<file path="src/rtl/param_divider.sv">
// param_divider: restoring shift-subtract divider producing one quotient bit per clock.
// Signed two's-complement division is compiled in only when PARAM_DIVIDER_SIGNED_EN is defined.
module param_divider #(
    parameter int WIDTH = 32
) (
    input  logic             clk,
    input  logic             reset,
    input  logic             run,
    input  logic             sign_mode,
    input  logic [WIDTH-1:0] Dividend,
    input  logic [WIDTH-1:0] Divisor,
    output logic [WIDTH-1:0] Quotient,
    output logic [WIDTH-1:0] Remainder,
    output logic             ready,
    output logic             busy,
    output logic             div_by_zero
);
    typedef enum logic [1:0] {IDLE, CALC, DONE} state_t;
    localparam logic [WIDTH-1:0] LAST = WIDTH'(WIDTH - 1);
    state_t state_q, state_d;
    logic [WIDTH-1:0] cnt_q, cnt_d, dvd_q, dvd_d, dvs_q, dvs_d, rem_q, rem_d;
    logic [WIDTH-1:0] quo_q, quo_d, rmd_q, rmd_d;
    logic dbz_q, dbz_d, neg_quo_q, neg_quo_d, neg_rem_q, neg_rem_d;
    logic sa_c, sb_c, fit_c;
    logic [WIDTH:0] part_c;
    logic [WIDTH-1:0] dvd_abs_c, dvs_abs_c, quo_mag_c, rmd_mag_c, quo_fin_c, rmd_fin_c;
`ifdef PARAM_DIVIDER_SIGNED_EN
    assign sa_c = sign_mode & Dividend[WIDTH-1];
    assign sb_c = sign_mode & Divisor[WIDTH-1];
`else
    logic unused_sign;
    assign unused_sign = sign_mode;
    assign sa_c = 1'b0;
    assign sb_c = 1'b0;
`endif
    assign dvd_abs_c = sa_c ? -Dividend : Dividend;
    assign dvs_abs_c = sb_c ? -Divisor : Divisor;
    // partial remainder is one bit wider than the operands so the shifted-in MSB is never lost
    assign part_c    = {rem_q, dvd_q[WIDTH-1]};
    assign fit_c     = part_c >= {1'b0, dvs_q};
    assign quo_mag_c = {dvd_q[WIDTH-2:0], fit_c};
    assign rmd_mag_c = fit_c ? WIDTH'(part_c - {1'b0, dvs_q}) : part_c[WIDTH-1:0];
    assign quo_fin_c = neg_quo_q ? -quo_mag_c : quo_mag_c;
    assign rmd_fin_c = neg_rem_q ? -rmd_mag_c : rmd_mag_c;
    always_comb begin
        state_d   = state_q;
        cnt_d     = cnt_q;
        dvd_d     = dvd_q;
        dvs_d     = dvs_q;
        rem_d     = rem_q;
        quo_d     = quo_q;
        rmd_d     = rmd_q;
        dbz_d     = dbz_q;
        neg_quo_d = neg_quo_q;
        neg_rem_d = neg_rem_q;
        if (state_q == IDLE && run) begin
            neg_quo_d = sa_c ^ sb_c;
            neg_rem_d = sa_c;
            dbz_d     = 1'b0;
            if (Divisor == '0) begin
                state_d = DONE;
                quo_d   = '1;
                rmd_d   = Dividend;
                dbz_d   = 1'b1;
            end else begin
                state_d = CALC;
                cnt_d   = '0;
                dvd_d   = dvd_abs_c;
                dvs_d   = dvs_abs_c;
                rem_d   = '0;
            end
        end else if (state_q == CALC) begin
            dvd_d = quo_mag_c;
            rem_d = rmd_mag_c;
            cnt_d = cnt_q + WIDTH'(1);
            if (cnt_q == LAST) begin
                state_d = DONE;
                cnt_d   = '0;
                quo_d   = quo_fin_c;
                rmd_d   = rmd_fin_c;
            end
        end else if (state_q == DONE && !run) begin
            state_d = IDLE;
        end
    end
    always_ff @(posedge clk or posedge reset) begin
        if (reset) begin
            state_q   <= IDLE;
            cnt_q     <= '0;
            dvd_q     <= '0;
            dvs_q     <= '0;
            rem_q     <= '0;
            quo_q     <= '0;
            rmd_q     <= '0;
            dbz_q     <= 1'b0;
            neg_quo_q <= 1'b0;
            neg_rem_q <= 1'b0;
        end else begin
            state_q   <= state_d;
            cnt_q     <= cnt_d;
            dvd_q     <= dvd_d;
            dvs_q     <= dvs_d;
            rem_q     <= rem_d;
            quo_q     <= quo_d;
            rmd_q     <= rmd_d;
            dbz_q     <= dbz_d;
            neg_quo_q <= neg_quo_d;
            neg_rem_q <= neg_rem_d;
        end
    end
    assign Quotient    = quo_q;
    assign Remainder   = rmd_q;
    assign div_by_zero = dbz_q;
    assign ready       = state_q == DONE;
    assign busy        = state_q == CALC;
endmodule

</file>
<file path="config.mk">
export PLATFORM = sky130hd
export DESIGN_NAME = param_divider
export DESIGN_NICKNAME = d
export VERILOG_FILES = /design/src/rtl/param_divider.sv
export SDC_FILE = /design/constraint.sdc
export NUM_CORES = 1
export LEC_CHECK = 0
export CAP_MARGIN = 0
export CORE_UTILIZATION = 60
export CTS_CLUSTER_SIZE = 24
export DETAILED_ROUTE_END_ITERATION = 8
export HOLD_SLACK_MARGIN = 0.15
export PLACE_DENSITY = 0.83
export SYNTH_ARGS = -nofsm -noshare
export SYNTH_HDL_FRONTEND = slang
export SYNTH_SLANG_ARGS = --single-unit
export TNS_END_PERCENT = 20
</file>
<file path="constraint.sdc">
create_clock -name clk -period 16.3 [get_ports clk]
set_clock_uncertainty 0.2 [all_clocks]
set_input_delay 3.26 -clock clk [delete_from_list [all_inputs] [get_ports clk]]
set_output_delay 3.26 -clock clk [all_outputs]
set_load 0.01 [all_outputs]
</file>
# Yosys cells after proc, flatten, opt, wreduce, memory -nomap -nowiden
# Index checks and enable logic that the tools add are counted.
[word_totals]
latchBits = 0
word_cells = 54
input_bits = 68
n_memories = 0
romBits = 0
output_inout_bits = 67
ram_bits = 0
regBits = 195
[classes]
n_mux = 24
reduce_logical = 12
n_addsub = 2
n_eq_ne = 6
bitwise_logic = 1
div = 0
n_shift = 0
n_mul = 0
n_lt_le_gt_ge = 1
[ops]
columns = ["op", "count"]
rows = [
  ["two-way mux 32 bit", 18],
  ["greater-or-equal comparator 33 x 32 -> 1 bit", 1],
  ["adder 32 x 1 -> 32 bit (second input constant)", 1],
  ["== test 32 x 5 -> 1 bit (second input constant)", 1],
  ["logical NOT 32 bit", 1],
  ["subtractor 32 bit", 1],
  ["two-way mux 2 bit", 5],
  ["AND reduction 2 bit", 3],
  ["nonzero test 2 bit", 2],
  ["inequality test 3 x 1 -> 1 bit (second input constant)", 1],
  ["AND reduction 3 bit", 1],
  ["nonzero test 3 bit", 1],
  ["== test 2 x 1 -> 1 bit (second input constant)", 1],
  ["== test 2 bit (second input constant)", 1],
  ["logical AND 1 bit", 2],
  ["logical NOT 2 bit", 1],
  ["inequality test 2 x 1 -> 1 bit (second input constant)", 1],
  ["inequality test 2 bit (second input constant)", 1],
  ["logical NOT 1 bit", 1],
  ["two-way mux 1 bit", 1],
  ["inverter 1 bit", 1],
]

# Depth between registers and ports, before layout
# Gate-level depths: netlist of run 1.
[depth]
word_depth = 5
depth_mapped = 14
depth_no_buf = 13

# Worst setup path after synthesis of run 1
# Ideal clock, no wire load.
[synth_timing]
path_kind = "input port to flip-flop"
startpoint = "input Divisor[16]"
endpoint = "register rem_q[2]"
arrival_ns = 5.119
path_slack_ns = 10.847
t_required_ns = 15.967
path_buffers = 3
stages = 8
setup_time_ns = 0.133
cell_sequence = "nor4_1 nand4_1 o21ai_1 and2_1 clkbuf_1 clkbuf_1 clkbuf_1 o21ai_0"
[synth_via]
elab_chain_len = 3
[synth_rtl]
columns = ["element", "line_no", "text"]
rows = [
  ["from (decl)", "11", "input logic [WIDTH-1:0] Divisor,"],
  ["logical NOT 32 bit", "60", "if (Divisor == '0) begin"],
  ["inequality test 2 bit (no line)", "n/a", ""],
  ["AND reduction 2 bit (no line)", "n/a", ""],
  ["to (signal assigned)", "103", "rem_q <= rem_d;"],
  ["to (decl)", "21", "logic [WIDTH-1:0] cnt_q, cnt_d, dvd_q, dvd_d, dvs_q, dvs_d, rem_q, rem_d;"],
]
# No other way between the ends.
# A chain may end at the register's enable or synchronous reset.

# Final worst setup path of run 1
[layout_timing]
startpoint = "input run"
endpoint = "register rmd_q[17] (netlist: Remainder[17])"
[layout_via]
elab_chain_len = 3
word_cells_on_any_way = 6
cone_classes = "eq/ne (1); mux (1); reduce/logical (4)"
[layout_rtl]
columns = ["element", "line_no", "text"]
rows = [
  ["from (decl)", "8", "input logic run,"],
  ["logical AND 1 bit *", "56", "if (state_q == IDLE && run) begin"],
  ["inequality test 2 x 1 -> 1 bit (no line) or nonzero test 2 bit (tied branches)", "n/a", ""],
  ["AND reduction 3 bit (no line)", "n/a", ""],
  ["to (signal assigned)", "105", "rmd_q <= rmd_d;"],
  ["to (decl)", "22", "logic [WIDTH-1:0] quo_q, quo_d, rmd_q, rmd_d;"],
]
# Mark *: on every way between the ends. The rest lies on a longest branch, timed or not.

==> flow_summary.toml, run 1 <==
[worst_setup_path]
worstPathArrival_ps = 7000
r2r-start = "state_q[1]$_DFFE_PP0P_"
crit_path_end_kind = "flop"
reg2reg_slack_ps = 12370
start_kind = "input port"
criticalPathCategory = "input port to flop"
critPathMaxFanout = 53
required_ps = 16460
critPathLaunch = "run"

[timing]
timing.fmax_ghz = 0.1463
rsz0062_at_grt = "false"
worst_pin_slew_ps = 1092
setup_viol = 0
finalHoldViolations = 0
period_needed_ps = 6837
slew_viol_final = 0
slew_headroom_pct = 27.23
tns_ps = 0
fin_crit_sh_pct = 41.94
timing.hold.ws_ps = 285.3

[floorplan]
die_h_um = 134.3
core_um2 = 17180
row_count = 48
ioPinCount = 135
dieArea_um2 = 18050
start_util_pct = 61.18
die_w_um = 134.3

[detailed_routing]
wl_per_cell_um = 19.48
viasPerCell = 6.210
dr.first_iter.drc_count = 946
first_pass_iters = 6
ant_nets = 0
totalWireLength_um = 29530
vias = 9415
drc = 0

[pwr]
clockPowerShare_pct = 20.8
p_seq_share_pct = 34.6
ir_drop_v = 0.00008478
intPower_w = 0.001206
switching_power_w = 0.0008365
p_comb_share_pct = 44.6
power_leakage_nw = 5.426
powerDensity_nw_per_um2 = 162.6
p_sw_share_pct = 40.96

[grt]
overflow = 0
grt_max_degree = 135
grt_usage_pct = 33.63
antenna_found_initial = 0
grt_pass1_wl_um = 46690
grt_pass1_vias = 8896

[placed_design]
portBuffers = 133
gp_congestion = 0.9091
hpwl_um = 20650

[synthesis]
synth_cells = 1183
async_flop_share_pct = 100.0
synth_cell_types = 66
synth-seq-cells = 195
synth_nets = 1285
avgSynthCellArea_um2 = 8.883
synthesis.area_um2 = 10510
yosysSeqAreaShare_pct = 46.43
ys.flop_type = "dfrtp_1"
ys.warnings.count = 0
synth_edf_count = 0

[cells_and_area]
final_nets = 1380
multiInputGateArea_um2 = 5230
fin_util_pct = 73.11
fillCellCount = 1338
register_area_um2 = 4880
area_delta_synth_final_pct = 19.50
n_antenna_cell = 0
drive_gt1_share_pct = 7.746

[cts]
cts_hold_buffers = 0
cts_tree = "yes"
cts_resized = 0
clock_sink_count = 195
clk_pin_slew_ps = 70
clock_latency_ps = 440
cts_root_buf = "clkbuf_16"
postCtsSetupRepairBufs = 0
cts_buffers = 17
clock_path_buffers = 2
htree_levels = 4

[hold_path]
hold_class = "flop to flop"
hp-start = "div_by_zero$_DFFE_PP0P_"

[job]
cap_violations = 0

[status]
status = "finished, final reports clean"
-- power groups by stage --
stage                     clock, W  combinational (W)  sequential (W)
after floorplan                  0           0.000672        0.000667
after global placement           0           0.000857        0.000704
after detailed placement         0           0.000881        0.000708
after CTS                 0.000428           0.000895        0.000701
after global routing      0.000446           0.000991        0.000718
final                     0.000425           0.000911        0.000706
-- area by class of cell --
| class | count | share of cell area (%) |
|---|---|---|
| Multi-Input combinational cell | 879 | 41.65 |
| Timing Repair Buffer | 143 | 11.20 |
| Clock inverter | 11 | 0.9963 |
| Sequential cell | 195 | 38.86 |
| Clock buffer | 21 | 3.746 |
| Tap cell | 225 | 2.242 |
| Inverter | 42 | 1.315 |
-- critical path: stages --
cell and delay [ps]:
clkdlybuf4s50_1 530, nand2b_1 140, or2_2 680, nor3_1 970, or2_2 980, o22ai_1 220
a21oi_1 170
-- metal layers --
| metal | track usage (%) | share of wire, % |
|---|---|---|
| met5 | 0 | 0 |
| met4 | 14.17 | 3.6 |
| met3 | 7.332 | 7.8 |
| met2 | 53.22 | 47 |
| met1 | 44.83 | 42 |
-- logic make-up (layout without fill, tap and decap cells) --
kind of cell    Yosys count  after routing  share of synthesized area, %
compound gates          292            292                         17.49
xor+xnor                 28             28                         2.334
fa+ha+maj                34             34                         4.120
buf+inv                 109            217                         4.143
flops                   195            195                         46.43
mux                      47             47                         4.905
simple gates            478            478                         20.57
-- placed cells by master, fill, tap and decap left out, drive strengths merged, types with 5 or more instances in the layout --
cell,count
mux2,36
o31ai,17
nor3,39
mux2i,11
nand2,164
buf,10
ha,33
clkdlybuf4s50,133
nand4,14
clkbuf,21
clkinv,5
a21o,11
inv,44
nor2,151
dfrtp,195
nand3,21
nor4,21
a21oi,53
xor2,8
o21ai,98
a22oi,7
or3,13
nand2b,6
nor2b,6
o211ai,5
xnor2,20
o21a,6
o31a,6
and3,19
and2,10
a31oi,50
-- registers in the layout (all words and copies together) (netlist names) --
signal / cells
div_by_zero: 1
dvs_q: 32
state_q: 2
rem_q: 32
Remainder: 32
Quotient: 32
cnt_q: 32
dvd_q: 32
-- synthesized netlist by cell type (7+ instances only) --
master | instances | area share [%]
clkbuf_1 | 55 | 2.0
a22oi_1 | 7 | 0.50
and2_1 | 9 | 0.54
a21oi_1 | 53 | 2.5
o21ai_0 | 95 | 4.5
nand3_1 | 21 | 1.0
mux2_2 | 36 | 3.9
or3_1 | 13 | 0.77
and3_1 | 19 | 1.1
ha_1 | 33 | 3.9
nor3_1 | 39 | 1.9
nand2_1 | 163 | 5.8
inv_1 | 42 | 1.5
a21o_1 | 11 | 0.79
xnor2_1 | 20 | 1.7
nor4_1 | 21 | 1.3
dfrtp_1 | 195 | 46
nand4_1 | 14 | 0.83
mux2i_1 | 11 | 1.0
nor2_1 | 148 | 5.3
o31ai_1 | 17 | 1.2
xor2_1 | 8 | 0.67
a31oi_1 | 50 | 3.0
-- path summary, 6_finish.rpt --
check,cells past startpoint,end
setup / recovery,7,Remainder[17]$_DFFE_PP0P_
hold / removal,2,div_by_zero$_DFFE_PP0P_
setup reg to reg,6,Remainder[17]$_DFFE_PP0P_
hold reg to reg,2,div_by_zero$_DFFE_PP0P_
max in group asynchronous,3,Remainder[12]$_DFFE_PP0P_
min in group asynchronous,2,dvs_q[3]$_DFFE_PP0P_
-- metrics by stage --
stage	instances	power (W)	instance area, um^2	setup slack, ps
global route	1516	0.002155	12560	9306
detailed placement	1484	0.001589	11960	9089
floorplan	1183	0.001339	10510	7528
global placement	1484	0.001561	11960	9110
finish	1516	0.002042	12560	9463
CTS	1516	0.002024	12560	9515
Note: power is estimated with default switching activity, not from simulation.
==> inputs of run 2 (changes only) <==
--- a/config.mk
+++ b/config.mk
@@ -6,11 +6,11 @@
 export NUM_CORES = 1
 export LEC_CHECK = 0
 export CAP_MARGIN = 0
-export CORE_UTILIZATION = 60
+export CORE_UTILIZATION = 56
 export CTS_CLUSTER_SIZE = 24
 export DETAILED_ROUTE_END_ITERATION = 8
 export HOLD_SLACK_MARGIN = 0.15
-export PLACE_DENSITY = 0.83
+export PLACE_DENSITY = 0.78
 export SYNTH_ARGS = -nofsm -noshare
 export SYNTH_HDL_FRONTEND = slang
 export SYNTH_SLANG_ARGS = --single-unit
==> constraint.sdc (replaced) <==
create_clock -name clk -period 6.4 [get_ports clk]
set_clock_uncertainty 0.2 [all_clocks]
set_input_delay 1.28 -clock clk [delete_from_list [all_inputs] [get_ports clk]]
set_output_delay 1.28 -clock clk [all_outputs]
set_load 0.01 [all_outputs]
==> run 2 against run 1 <==
Critical endpoint is now Remainder[2]$_DFFE_PP0P_. Hold slack improved by 1.2 ps. Final cell count grew 0.53%. Die area increased by 7.0%. The run now ends with DRC left.
==> flow_summary.toml, run 2 (synthesis results as in run 1) <==
[status]
status = "finished with violations"
violations = "DRC"

[pwr]
clockPowerShare_pct = 22.1
p_comb_share_pct = 43.8
p_seq_share_pct = 34.1
ir_drop_v = 0.0002267
switching_power_w = 0.002126
intPower_w = 0.003118
power_leakage_nw = 5.470
powerDensity_nw_per_um2 = 414.4
p_sw_share_pct = 40.55

[worst_setup_path]
required_ps = 6550
cpMaxStageDelayCell = "or2_2"
criticalPathCategory = "input port to flop"
path_common_cell = "buf_4"
crit_path_end_kind = "flop"
cpPeakStageDelay_ps = 610
critPathMaxFanout = 36
crit_chain = "clkdlybuf4s50_1 > nor4_1 > nand4_1 > nor3_1 > buf_4 > or2_2 > buf_4 > nor2_1 > a31oi_1"
worstPathArrival_ps = 4400
start_kind = "input port"

[placed_design]
hpwl_um = 20500
place_ws_ps = 1741
gp_congestion = 0.8689
portBuffers = 133

[floorplan]
core_um2 = 18150
start_util_pct = 57.91
die_w_um = 139.0
dieArea_um2 = 19320
ioPinCount = 135
row_count = 49
die_h_um = 139.0

[cells_and_area]
drive_gt1_share_pct = 8.108
n_antenna_cell = 0
final_common_cell = "dfrtp_1"
final_cell_mix = "dfrtp_1 (195), nand2_1 (162), nor2_1 (146)"
final_nets = 1384
fillCellCount = 1432
area_delta_synth_final_pct = 20.43

[timing]
slew_viol_final = 0
fin_crit_sh_pct = 66.43
fin_ws_ps = 2148
tns_ps = 0
setup_viol = 0
rsz0062_at_grt = "false"
worst_pin_slew_ps = 1084
finalHoldViolations = 0
period_needed_ps = 4252
timing.fmax_ghz = 0.2352
slew_headroom_pct = 27.71

[detailed_routing]
drc = 15
viasPerCell = 6.119
wl_per_cell_um = 19.04
ant_nets = 0
dr.first_iter.drc_count = 856
totalWireLength_um = 29020
vias = 9325
first_pass_iters = 8

[grt]
grt_pass1_vias = 8857
grt_pass1_wl_um = 46890
grt_usage_pct = 31.22
overflow = 0
antenna_found_initial = 0
grt_max_degree = 196

[cts]
cts_root_buf = "clkbuf_16"
clock_sink_count = 195
clock_path_buffers = 2
postCtsSetupRepairBufs = 0
clk_pin_slew_ps = 70
cts_resized = 0
cts_buffers = 17
htree_levels = 4
cts_hold_buffers = 0
cts_tree = "yes"
clock_latency_ps = 440

[hold_path]
hold_class = "flop to flop"

[job]
cap_violations = 0
-- run 2: metrics by stage --
stage	cells	power (W)	cell area, um^2	hold slack, ps	util [%]
floorplan	1183	0.003410	10510	246.0	-
global placement	1492	0.003994	12020	269.2	66.23
detailed placement	1492	0.004046	12020	276.4	66.23
CTS	1524	0.005220	12660	290.9	69.74
global route	1524	0.005560	12660	320.1	69.74
finish	1524	0.005244	12660	286.5	69.74
-- run 2: layout make-up --
| cell class | count | area (um^2) | share of cell area (%) |
|---|---|---|---|
| clock buffers | 20 | 466.7 | 3.688 |
| flip-flops and latches | 195 | 4880 | 38.56 |
| multi-input cells | 879 | 5230 | 41.32 |
| repair buffers | 147 | 1461 | 11.55 |
| well taps | 229 | 286.5 | 2.264 |
| clock inverters | 12 | 170.2 | 1.345 |
| inverters | 42 | 161.4 | 1.275 |
-- run 2: routing by layer --
layer	GRT usage [%]	vias to the layer above	part of all wire, %
li1	-	4378	-
met1	42.85	4490	43
met2	48.91	404	46
met3	6.492	53	8.1
met4	11.75	0	2.9
met5	0	-	0
-- run 2: path summary, 6_finish.rpt --
path | start | end | slack, ps | cells after the start
setup reg to reg | rem_q[2]$_DFFE_PP0P_ | Remainder[3]$_DFFE_PP0P_ | 2490 | 11
hold / removal | cnt_q[31]$_DFFE_PP0P_ | cnt_q[31]$_DFFE_PP0P_ | 290 | 1
max in group asynchronous | reset | dvs_q[21]$_DFFE_PP0P_ | 3970 | 3
hold reg to reg | cnt_q[31]$_DFFE_PP0P_ | cnt_q[31]$_DFFE_PP0P_ | 290 | 1
setup / recovery | Divisor[16] | Remainder[2]$_DFFE_PP0P_ | 2150 | 9
min in group asynchronous | reset | dvd_q[12]$_DFFE_PP0P_ | 1260 | 3
-- run 2: critical path, delay by kind of cell --
kind	cells	cell delay, ps
and+or+nand+nor	5	1950
buffers and inverters	3	980
AOI/OAI and AO/OA	1	160
-- run 2: power by group through the flow --
| stage | Clock, W | Combinational, W | Sequential [W] |
|---|---|---|---|
| after floorplan | 0 | 0.00171 | 0.00170 |
| after global placement | 0 | 0.00220 | 0.00179 |
| final | 0.00116 | 0.00230 | 0.00179 |
| after global routing | 0.00121 | 0.00253 | 0.00182 |
| after CTS | 0.00117 | 0.00227 | 0.00178 |
| after detailed placement | 0 | 0.00225 | 0.00180 |
==> inputs of run 3 (changes only) <==
--- a/config.mk
+++ b/config.mk
@@ -6,11 +6,11 @@
 export NUM_CORES = 1
 export LEC_CHECK = 0
 export CAP_MARGIN = 0
-export CORE_UTILIZATION = 56
+export CORE_UTILIZATION = 51
 export CTS_CLUSTER_SIZE = 24
 export DETAILED_ROUTE_END_ITERATION = 8
 export HOLD_SLACK_MARGIN = 0.15
-export PLACE_DENSITY = 0.78
+export PLACE_DENSITY = 0.74
 export SYNTH_ARGS = -nofsm -noshare
 export SYNTH_HDL_FRONTEND = slang
 export SYNTH_SLANG_ARGS = --single-unit
==> constraint.sdc (replaced) <==
create_clock -name clk -period 3.76 [get_ports clk]
set_clock_uncertainty 0.2 [all_clocks]
set_input_delay 0.752 -clock clk [delete_from_list [all_inputs] [get_ports clk]]
set_output_delay 0.752 -clock clk [all_outputs]
set_load 0.01 [all_outputs]
==> run 3 against run 2 <==
The run now ends clean. Sequential share of layout area down 0.92 points. Utilization down 5.7 points. Clock-buffer cell count down 3. Largest cell class unchanged.
==> flow_summary.toml, run 3 (synthesis results as in run 1) <==
[timing]
timing.fmax_ghz = 0.2816
rsz0062_at_grt = "false"
slew_headroom_pct = 51.89
tns_ps = 0
fin_crit_sh_pct = 94.46
finalHoldViolations = 0
worst_pin_slew_ps = 721.6
slew_viol_final = 0
setup_viol = 0
period_needed_ps = 3552

[cts]
clock_sink_count = 195
cts_buffers = 17
clock_latency_ps = 450
htree_levels = 4
postCtsSetupRepairBufs = 0
cts_hold_buffers = 0
cts_root_buf = "clkbuf_16"
clk_pin_slew_ps = 70
clock_path_buffers = 2
cts_tree = "yes"
cts_resized = 0

[detailed_routing]
drc = 0
dr.first_iter.drc_count = 814
totalWireLength_um = 29460
first_pass_iters = 6
wl_per_cell_um = 18.53
viasPerCell = 5.852
vias = 9304
met2WireLength_um = 13570
ant_nets = 0
met3_length_um = 2027
wl_met1_um = 13080
top_layer_used = "met4"

[placed_design]
portBuffers = 133
hpwl_um = 21360
gp_congestion = 0.9262

[grt]
grt_usage_pct = 28.47
grt_max_degree = 110
antenna_found_initial = 0
grt_pass1_wl_um = 47170
overflow = 0
grt_pass1_vias = 8738

[floorplan]
ioPinCount = 135
row_count = 52
die_h_um = 145.5
start_util_pct = 51.94
dieArea_um2 = 21180
die_w_um = 145.5
core_um2 = 20230

[cells_and_area]
final_common_cell = "dfrtp_1"
final_cell_mix = "dfrtp_1 (195), nand2_1 (162), nor2_1 (146)"
fillCellCount = 1749
final_nets = 1409
area_delta_synth_final_pct = 23.36
drive_gt1_share_pct = 9.848
register_area_um2 = 4880
n_antenna_cell = 0
multiInputGateArea_um2 = 5230

[worst_setup_path]
r2r-start = "dvd_q[31]$_DFFE_PP0P_"
crit_path_end_kind = "flop"
criticalPathCategory = "flop to flop"
start_kind = "flop"
critPathLaunch = "dvd_q[31]$_DFFE_PP0P_"
worstPathArrival_ps = 3670
critPathMaxFanout = 4
required_ps = 3880

[pwr]
powerDensity_nw_per_um2 = 711.5
ir_drop_v = 0.0004078
power_leakage_nw = 5.607
power_w = 0.009224

[hold_path]
hp-start = "Remainder[0]$_DFFE_PP0P_"
hold_class = "flop to flop"

[status]
status = "finished, final reports clean"

[job]
cap_violations = 0
## run 3: cell count changes in the layout (fill, tap and decap cells not counted), sizes merged
cell      change
buf          +25
clkbuf        -3
clkinv        +1
clkinvlp      +1
inv           +1
## run 3: worst paths after layout
path / slack [ps] / endpoint / depth (start not counted)
max: 210 / Remainder[26]$_DFFE_PP0P_ / 15
min: 280 / Remainder[0]$_DFFE_PP0P_ / 1
max reg2reg: 210 / Remainder[26]$_DFFE_PP0P_ / 15
min reg2reg: 280 / Remainder[0]$_DFFE_PP0P_ / 1
max in group asynchronous: 1950 / Remainder[12]$_DFFE_PP0P_ / 3
min in group asynchronous: 470 / dvd_q[11]$_DFFE_PP0P_ / 2
## run 3: power by group
group / leakage [nW] / switching (W) / total, W / internal (W)
registers: 2.40 / 0.000494 / 0.00307 / 0.00258
logic: 2.90 / 0.00236 / 0.00417 / 0.00181
clock network: 0.307 / 0.000903 / 0.00198 / 0.00108
## run 3: layout make-up
cell class | instances | share of cell area (%)
Tap cell | 270 | 2.606
Sequential cell | 195 | 37.64
Multi-Input combinational cell | 879 | 40.34
Clock buffer | 17 | 3.282
Timing Repair Buffer | 172 | 13.20
Inverter | 42 | 1.245
Clock inverter | 15 | 1.679
## run 3: through the flow
step / area (um^2) / util, % / hold slack (ps) / instances / setup WS [ps]
2_1_floorplan: 10510 / - / 246.0 / 1183 / 289.6
3_3_place_gp: 12320 / 60.89 / 264.7 / 1558 / 382.5
3_5_place_dp: 12320 / 60.89 / 270.2 / 1558 / 323.7
4_1_cts: 12960 / 64.07 / 287.3 / 1590 / 299.2
5_1_grt: 12960 / 64.07 / 296.4 / 1590 / 24.54
6_report: 12960 / 64.07 / 283.2 / 1590 / 208.4
## run 3: metal layers
metal / global-route usage, % / up-vias
met3: 5.141 / 57
met2: 43.89 / 373
met4: 9.053 / 0
met1: 40.86 / 4431
met5: 0 / -
li1: - / 4443
## run 3: worst max-delay path, cell delays in order (launching register included)
cell	delay, ps
dfrtp_1	380
inv_1	110
ha_1	190
inv_1	60
fa_1	390
a21o_1	210
a221oi_1	280
buf_4	200
or3b_2	130
a21o_1	160
nand2_1	140
a21boi_0	250
xnor2_1	100
a22oi_1	370
buf_4	200
a31oi_1	70
